===== src/rtl/reg_file_lr_pkg.sv =====
// Shared CPU definitions: default widths, register index names and link-stack op decode.
package reg_file_lr_pkg;

    localparam int DATA_W_DEF   = 8;
    localparam int NUM_REGS_DEF = 4;
    localparam int NUM_RD_DEF   = 2;
    localparam int LR_DEPTH_DEF = 4;

    typedef enum logic [1:0] {R0 = 2'd0, R1 = 2'd1, R2 = 2'd2, R3 = 2'd3} reg_idx_e;

    typedef enum logic [1:0] {LR_NOP, LR_PUSH, LR_POP, LR_SWAP} lr_op_e;

    // Push+pop on an empty stack degenerates to a plain push.
    function automatic lr_op_e lr_decode(input logic push, input logic pop, input logic empty);
        if (push && pop && !empty) return LR_SWAP;
        if (push)                  return LR_PUSH;
        if (pop)                   return LR_POP;
        return LR_NOP;
    endfunction

endpackage


===== src/rtl/reg_file_lr_lr_stack.sv =====
// Circular link-register stack for nested CALL/RETURN with sticky overflow/underflow flags.
module lr_stack
    import reg_file_lr_pkg::*;
#(
    parameter int DATA_W   = DATA_W_DEF,
    parameter int LR_DEPTH = LR_DEPTH_DEF
) (
    input  logic                          clk,
    input  logic                          rst,
    input  logic                          push,
    input  logic                          pop,
    input  logic [DATA_W-1:0]             din,
    input  logic                          err_clr,
    output logic [DATA_W-1:0]             top,
    output logic [$clog2(LR_DEPTH+1)-1:0] count,
    output logic                          empty,
    output logic                          full,
    output logic                          ovf,
    output logic                          unf
);

    localparam int PTR_W = (LR_DEPTH > 1) ? $clog2(LR_DEPTH) : 1;
    localparam int CNT_W = $clog2(LR_DEPTH + 1);

    logic [DATA_W-1:0] mem [LR_DEPTH];
    logic [PTR_W-1:0]  tp, tp_inc, tp_dec;
    lr_op_e            op;

    // NOTE: every always_comb output gets a default first so no path can infer a latch.
    always_comb begin
        tp_inc = (int'(tp) == LR_DEPTH - 1) ? '0 : tp + 1'b1;
        tp_dec = (tp == '0) ? PTR_W'(LR_DEPTH - 1) : tp - 1'b1;
        op     = lr_decode(push, pop, empty);
    end

    assign empty = (count == '0);
    assign full  = (count == CNT_W'(LR_DEPTH));
    assign top   = empty ? '0 : mem[tp];

    // NOTE: stack storage is reset too, because the architectural reset state is all-zero.
    always_ff @(posedge clk or negedge rst) begin
        if (!rst) begin
            tp    <= '0;
            count <= '0;
            ovf   <= 1'b0;
            unf   <= 1'b0;
            for (int i = 0; i < LR_DEPTH; i++) mem[i] <= '0;
        end else begin
            // NOTE: non-blocking assignments; the later flag set overrides the clear in the same cycle.
            if (err_clr) begin
                ovf <= 1'b0;
                unf <= 1'b0;
            end
            unique case (op)
                LR_PUSH: begin
                    mem[tp_inc] <= din;
                    tp          <= tp_inc;
                    if (full) ovf   <= 1'b1;
                    else      count <= count + 1'b1;
                end
                LR_POP: begin
                    if (empty) begin
                        unf <= 1'b1;
                    end else begin
                        tp    <= tp_dec;
                        count <= count - 1'b1;
                    end
                end
                LR_SWAP: mem[tp] <= din;
                default: ;
            endcase
        end
    end

endmodule


===== src/rtl/reg_file_lr.sv =====
// Multi-port register file with two prioritised write ports, write-to-read bypass and link stack.
module reg_file_lr
    import reg_file_lr_pkg::*;
#(
    parameter int DATA_W   = DATA_W_DEF,
    parameter int NUM_REGS = NUM_REGS_DEF,
    parameter int ADDR_W   = $clog2(NUM_REGS),
    parameter int NUM_RD   = NUM_RD_DEF,
    parameter int ZERO_REG = 0,
    parameter int LR_DEPTH = LR_DEPTH_DEF
) (
    input  logic                          clk,
    input  logic                          rst,
    input  logic                          we0,
    input  logic [ADDR_W-1:0]             wa0,
    input  logic [DATA_W-1:0]             wd0,
    input  logic                          we1,
    input  logic [ADDR_W-1:0]             wa1,
    input  logic [DATA_W-1:0]             wd1,
    input  logic [NUM_RD*ADDR_W-1:0]      ra,
    output logic [NUM_RD*DATA_W-1:0]      rd,
    input  logic                          lr_push,
    input  logic                          lr_pop,
    input  logic [DATA_W-1:0]             lr_din,
    output logic [DATA_W-1:0]             lr_top,
    output logic [$clog2(LR_DEPTH+1)-1:0] lr_count,
    output logic                          lr_empty,
    output logic                          lr_full,
    output logic                          lr_ovf,
    output logic                          lr_unf,
    input  logic                          err_clr
);

    logic [DATA_W-1:0] regs [NUM_REGS];

    // An address is live if it exists and is not the hard-wired zero register.
    function automatic logic addr_ok(input logic [ADDR_W-1:0] a);
        return (int'(a) < NUM_REGS) && !((ZERO_REG != 0) && (a == '0));
    endfunction

    always_ff @(posedge clk or negedge rst) begin
        if (!rst) begin
            for (int i = 0; i < NUM_REGS; i++) regs[i] <= '0;
        end else begin
            if (we0 && addr_ok(wa0)) regs[wa0] <= wd0;
            if (we1 && addr_ok(wa1)) regs[wa1] <= wd1;
        end
    end

    for (genvar i = 0; i < NUM_RD; i++) begin : g_rd
        logic [ADDR_W-1:0] a;
        logic [DATA_W-1:0] v;

        assign a = ra[i*ADDR_W +: ADDR_W];

        always_comb begin
            v = '0;
            if (addr_ok(a)) begin
                if (we1 && wa1 == a)      v = wd1;
                else if (we0 && wa0 == a) v = wd0;
                else                      v = regs[a];
            end
        end

        assign rd[i*DATA_W +: DATA_W] = v;
    end

    lr_stack #(
        .DATA_W   (DATA_W),
        .LR_DEPTH (LR_DEPTH)
    ) u_lr_stack (
        .clk     (clk),
        .rst     (rst),
        .push    (lr_push),
        .pop     (lr_pop),
        .din     (lr_din),
        .err_clr (err_clr),
        .top     (lr_top),
        .count   (lr_count),
        .empty   (lr_empty),
        .full    (lr_full),
        .ovf     (lr_ovf),
        .unf     (lr_unf)
    );

endmodule

===== config.mk =====
export PLATFORM = sky130hd
export DESIGN_NAME = reg_file_lr
export DESIGN_NICKNAME = d
export VERILOG_FILES = /design/src/rtl/reg_file_lr_pkg.sv /design/src/rtl/reg_file_lr_lr_stack.sv /design/src/rtl/reg_file_lr.sv
export SDC_FILE = /design/constraint.sdc
export NUM_CORES = 1
export LEC_CHECK = 0
export ABC_AREA = 1
export CAP_MARGIN = 20
export CORE_MARGIN = 2
export CORE_UTILIZATION = 40
export DETAILED_ROUTE_END_ITERATION = 16
export PLACE_DENSITY = 0.6
export SYNTH_ARGS = -nofsm -noshare
export SYNTH_HDL_FRONTEND = slang
export SYNTH_SLANG_ARGS = --single-unit

===== constraint.sdc =====
create_clock -name clk -period 1.9 [get_ports clk]
set_input_delay 0.38 -clock clk [delete_from_list [all_inputs] [get_ports clk]]
set_output_delay 0.38 -clock clk [all_outputs]
set_load 0.02 [all_outputs]

* After elaboration in Yosys (flattened, before gate mapping) *
Cells that the tools add are included.

word-level totals
  flip-flop bits (word level) = 71
  input port bits = 39
  output and inout bits = 31

cells by class
  add/sub/neg operators = 4
  order comparisons = 10
  equality and inequality tests = 11
  mux-type cells = 54
  bitwise operators = 6
  reductions and logical operators = 17

operator list
  cell                                                                          count
  32-bit bitwise mux                                                            4
  8-bit 2-to-1 mux                                                              15
  8-bit demux with 2-bit select                                                 4
  32-bit 2-to-1 mux                                                             2
  32-bit one-hot mux with 2 select lines                                        1
  8-bit binary-select mux with 2-bit select                                     3
  3-bit >= comparator, second input constant                                    6
  2-bit 2-to-1 mux                                                              9
  2-bit NOT with 3-bit output                                                   6
  3-bit by 1-bit less-than comparator with 1-bit output, second input constant  4
  1-bit 2-to-1 mux                                                              12
  1-bit logical AND                                                             10
  2-bit equality test                                                           4
  3-bit 2-to-1 mux                                                              2
  3-bit one-hot mux with 2 select lines                                         1
  2-bit by 1-bit equality test with 1-bit output, second input constant         2
  2-bit equality test, second input constant                                    2
  2-bit != test, second input constant                                          2
  2-bit one-hot mux with 2 select lines                                         1
  2-bit nonzero test                                                            2
  3-bit by 1-bit adder with 3-bit output, second input constant                 1
  3-bit equality test, second input constant                                    1
  3-bit logical NOT                                                             1
  3-bit AND reduction                                                           1
  other kinds (6)                                                               6

* Longest topological paths before layout *
  depth in word-level cells = 13
  mapped depth = 11
  mapped depth without buffers = 11

* By module *
From an unflattened synthesis, not the netlist that was laid out.

second synthesis, totals
  cell total of the unflattened synthesis = 677
  area total of the unflattened synthesis = 4790.8 um^2

by module, submodules not included
  module       instances  cells an instance  area each (um^2)  seq. area each (um^2)
  reg_file_lr  1          412                2585.0            800.8
  lr_stack     1          265                2205.9            975.9

* Worst setup path before layout *
No wires, ideal clock.

  kind = register to output
  start = register u_lr_stack.count[2]
  end = output lr_top[0]
  data arrival time = 1459 ps
  slack = 61 ps
  cell stages (with the launch flop) = 5
  path buffers = 0
  path through = dfrtp_1 -> inv_1 -> nand2_2 -> clkinv_1 -> a21oi_1

between the ends
  cells in the longest elaborated chain, start to end = 2

ends and longest elaborated chain
  item                    RTL line                    text
  from (decl)             reg_file_lr_lr_stack.sv:15  output logic [$clog2(LR_DEPTH+1)-1:0] count,
  from (signal assigned)  reg_file_lr_lr_stack.sv:59  else count <= count + 1'b1;
  from (signal assigned)  reg_file_lr_lr_stack.sv:66  count <= count - 1'b1;
  3-bit logical NOT       reg_file_lr_lr_stack.sv:36  assign empty = (count == '0);
  net lr_empty            reg_file_lr.sv:27           output logic lr_empty,
  8-bit 2-to-1 mux        reg_file_lr_lr_stack.sv:38  assign top = empty ? '0 : mem[tp];
  to (decl)               reg_file_lr.sv:25           output logic [DATA_W-1:0] lr_top,

The timed path passes the listed nets, and every way through them passes these cells.

* Worst setup path after layout *
  start = register u_lr_stack.tp[0]
  end = output lr_top[1]

between the ends
  cells in the longest elaborated chain, start to end = 5

ends and longest elaborated chain
  item                                                 RTL line                    text
  from (decl)                                          reg_file_lr_lr_stack.sv:26  logic [PTR_W-1:0] tp, tp_inc, tp_dec;
  from (signal assigned)                               reg_file_lr_lr_stack.sv:57  tp <= tp_inc;
  from (signal assigned)                               reg_file_lr_lr_stack.sv:65  tp <= tp_dec;
  2-bit NOT with 3-bit output (not written as such)    reg_file_lr_lr_stack.sv:38
  8-bit binary-select mux with 2-bit select            reg_file_lr_lr_stack.sv:38
  8-bit 2-to-1 mux (not written as such) (2 in a row)  reg_file_lr_lr_stack.sv:38
  8-bit 2-to-1 mux                                     reg_file_lr_lr_stack.sv:38

Every way passes these cells. The select of a mux whose other input is x is not followed.

==> impl_summary.md <==
Finish
Cells fill about 56% of the core in the end. The finished layout holds between 900 and 1000 standard cells, fillers aside. The ratio of cells with drive above 1 in the final layout is 22.1%. The number of nets in the layout is between 800 and 900.

After routing the design area is 0.00650 mm². The growth of design area from synthesis to finish is 35.6%. The repair_antennas step left the layout with diodes totalling 0.

Clocking
The maximum number of buffers from clock root to sink is 2. The cell at the root of the clock tree is clkbuf_16. The H-tree was split into 3 levels. The CTS tree is yes.

The clock insertion delay at the later pin of the skew report is roughly 0.34 ns. The number of clock buffers added by TritonCTS is 9. The number of sinks driven by the clock tree is about 70.

After clock tree synthesis, the clock-pin slew on the worst setup and hold paths is about 0.050 ns.

Synthesis
Averaged over all synthesized cells, the footprint is slightly below 7 µm². In this run, synthesis inferred 0 flip-flops with an integrated enable. The async set-or-reset flop fraction in the synthesized netlist is 100%. The Yosys step of the flow raised 0 warnings.

For this run, the register share of the synthesized area comes to a little under two fifths. The synthesized design contains 71 register bits. The post-synthesis cell type count is 28.

The synthesized area is between 0.004 and 0.005 mm². The synthesized net count is roughly 740. Counting every instance in the synthesized netlist gives around 690. The most used flip-flop cell after synthesis is dfrtp_1.

Global route
The overall track demand over capacity in global routing is a little over a quarter. The global route total overflow is 0. The via count of the first global-routing pass is 5123. The first-pass GRT wire length is between 20 and 30 mm.

Entering global routing, the biggest net connects 72 pins. The initial antenna violation count came to 0.

Setup path
The data arrival time of the critical path is roughly 1.5 ns. Data on the critical path is required at its endpoint by 1.52 ns. The endpoint identified for the worst register-to-register timing path is u_lr_stack.mem[13]. The classification of the worst setup path is reg -> out. The endpoint type of the worst setup path is an output pin. In this run the worst path has a maximum fanout of 16.

For flop-to-flop paths, the worst setup slack is roughly 0.24 ns. The kind of start point of the critical path is a register. The worst register-to-register path begins at u_lr_stack.tp[0]. For the worst flop-to-flop path, the logic depth is 7.

STA
For this run, the top clock speed supported by timing is about 0.53 GHz. The setup skew after layout is a little under 0.009 ns. Subtracting the final worst setup slack from the clock period gives between 1.5 and 2 ns.

The final hold violation count is 0. In this run the tightest slew margin relative to its limit is roughly 74%. The count of final max-slew check failures is 0. Of the available clock period, the critical path in the final layout requires 99.4%. The actual transition at the worst max-transition pin is a little under 0.4 ns. Setup repair after global routing could not meet its margin everywhere. The worst hold margin is between 0.05 and 0.06 ns. The count of endpoints failing setup in the final report is 0.

Floorplan
The vertical extent of the die is about 110 µm. In this run the standard cell core region covers roughly 0.012 mm². The floorplan row count is 39. The total I/O pin count is 70.

Measured along the x axis, the die boundary spans 113 µm. The floorplan step defined a die boundary enclosing about 0.013 mm². The initial core utilization is 41.5%.

Route
The number of vias per cell after detailed routing is 5.60. The detailed router finished its first iteration with approximately 640 violations. The number of iterations in the first detailed-routing pass is 5. Across all layers, the routed design uses roughly 5500 vias.

After detailed routing, the average wire length per cell comes to 17.0 µm. The number of DRC violations after detailed routing is 0. Wires add up to ~17 mm. The antenna violation net count after detailed routing is 0.

Run
The tool flagged a number of max-cap violations equal to 0.

Worst hold path
The worst hold path belongs to the class in -> async.

Placement
Summed over all nets, the half-perimeter wirelength after detailed placement is about 13 mm. Routability-driven placement finished with a final weighted congestion of between 0.9 and 1. The count of placed standard cells including taps is 962. Input and output buffers added on the ports amount to between 60 and 70. The placement-stage cell area is around 0.0062 mm².

Outcome
The run finished with clean final reports.

Power
For this design the ratio of total power to cell area is approximately 1200 mW/mm². The post-route total power is 7.79 mW. The static power due to leakage is 3.28 nW.

Across the VDD grid, the largest voltage drop is 0.000626 V.
## through the flow
step	setup TNS, ns	setup WS [ns]
after global placement	-14.36	-0.795
after global routing	-0.339	-0.0614
after CTS	0	0.000196
after floorplan	0	0.0610
after detailed placement	-14.76	-0.800
final	0	0.0108
## timing repair
action	CTS	global route
hold buffers	0	0
setup buffers	2	2
hold endpoints to repair	0	0
setup endpoints to repair	26	25
gates cloned	1	0
pin swaps	12	11
gates resized for setup	156	38
## report_power, final
group / internal (mW) / switching (mW) / leakage, nW
Sequential: 2.03 / 0.350 / 0.854
Combinational: 1.60 / 2.26 / 2.30
Clock: 0.887 / 0.660 / 0.125
Total: 4.52 / 3.27 / 3.28
## cells in the final DEF, fill, tap and decap left out, types with 16 or more instances in the layout
cell type / count
o21ai_0: 16
o211ai_1: 18
nand2_1: 224
nand4_1: 25
dfrtp_1: 70
nand3_1: 135
buf_4: 89
inv_1: 26
nor2_1: 50
clkdlybuf4s50_1: 32
## flip-flops by register name, indices dropped and copies added (netlist names)
| signal | count |
|---|---|
| u_lr_stack.ovf | 1 |
| regs | 32 |
| u_lr_stack.unf | 1 |
| u_lr_stack.mem | 32 |
| u_lr_stack.count | 3 |
| u_lr_stack.tp | 2 |
## Yosys cell counts (3+ instances only)
library cell,n,share of area [%]
nand4_1,25,3.3
clkbuf_1,6,0.47
ha_1,5,1.3
clkinv_1,4,0.31
nor2_1,52,4.1
buf_6,5,1.2
buf_2,11,1.1
a31oi_1,14,1.8
nand2_4,4,0.94
nand2_2,7,0.91
nand3b_1,3,0.47
a21oi_1,9,0.94
nand3_1,139,15
o21a_1,14,2.2
nand2_1,227,18
inv_2,8,0.63
nor2_4,3,0.70
inv_1,30,2.3
o21ai_0,26,2.7
o211ai_1,18,2.8
dfrtp_1,71,37
## critical path, cell delays in order, from the launching register on
cell and delay (ns):
dfrtp_2 0.45, inv_1 0.13, buf_12 0.15, o21ai_0 0.11, a21oi_1 0.17, buf_4 0.17
## worst max-delay path by stage
stage	start	to	slack [ns]	depth (start not counted)
floorplan	u_lr_stack.count[2]	lr_top[0]	0.06	4
detailed placement	ra[0]	rd[6]	-0.80	11
global route	u_lr_stack.tp[0]	lr_top[7]	-0.06	6
global placement	ra[0]	rd[6]	-0.80	11
CTS	u_lr_stack.tp[0]	lr_top[2]	0.0002	5
finish	u_lr_stack.tp[0]	lr_top[1]	0.01	5
## layout make-up
| cell class | instances | area, µm² |
|---|---|---|
| well taps | 143 | 179 |
| fillers | 1127 | 5060 |
| repair buffers | 155 | 1310 |
| clock inverters | 6 | 45.0 |
| flip-flops and latches | 71 | 1780 |
| inverters | 42 | 168 |
| repair inverters | 1 | 7.51 |
| multi-input cells | 555 | 2780 |
| clock buffers | 10 | 229 |
## metal layers
layer  track usage (%)  routed length [µm]  vias to the layer above
li1                  -                   -                     2628
met4              6.59                 191                        0
met2              37.6                7040                      253
met5                 0                   0                        -
met3              4.89                1580                       18
met1              41.7                7930                     2610
## cell families after synthesis
family | synth area share, %
AND/OR/NAND/NOR | 44.2
buffers and inverters | 6.39
flip-flops | 37.1
XOR/XNOR | 0.183
AO/OA/AOI/OAI | 10.5
adder cells (fa/ha/maj) | 1.72
No activity file was read; power rests on OpenSTA's default activity.
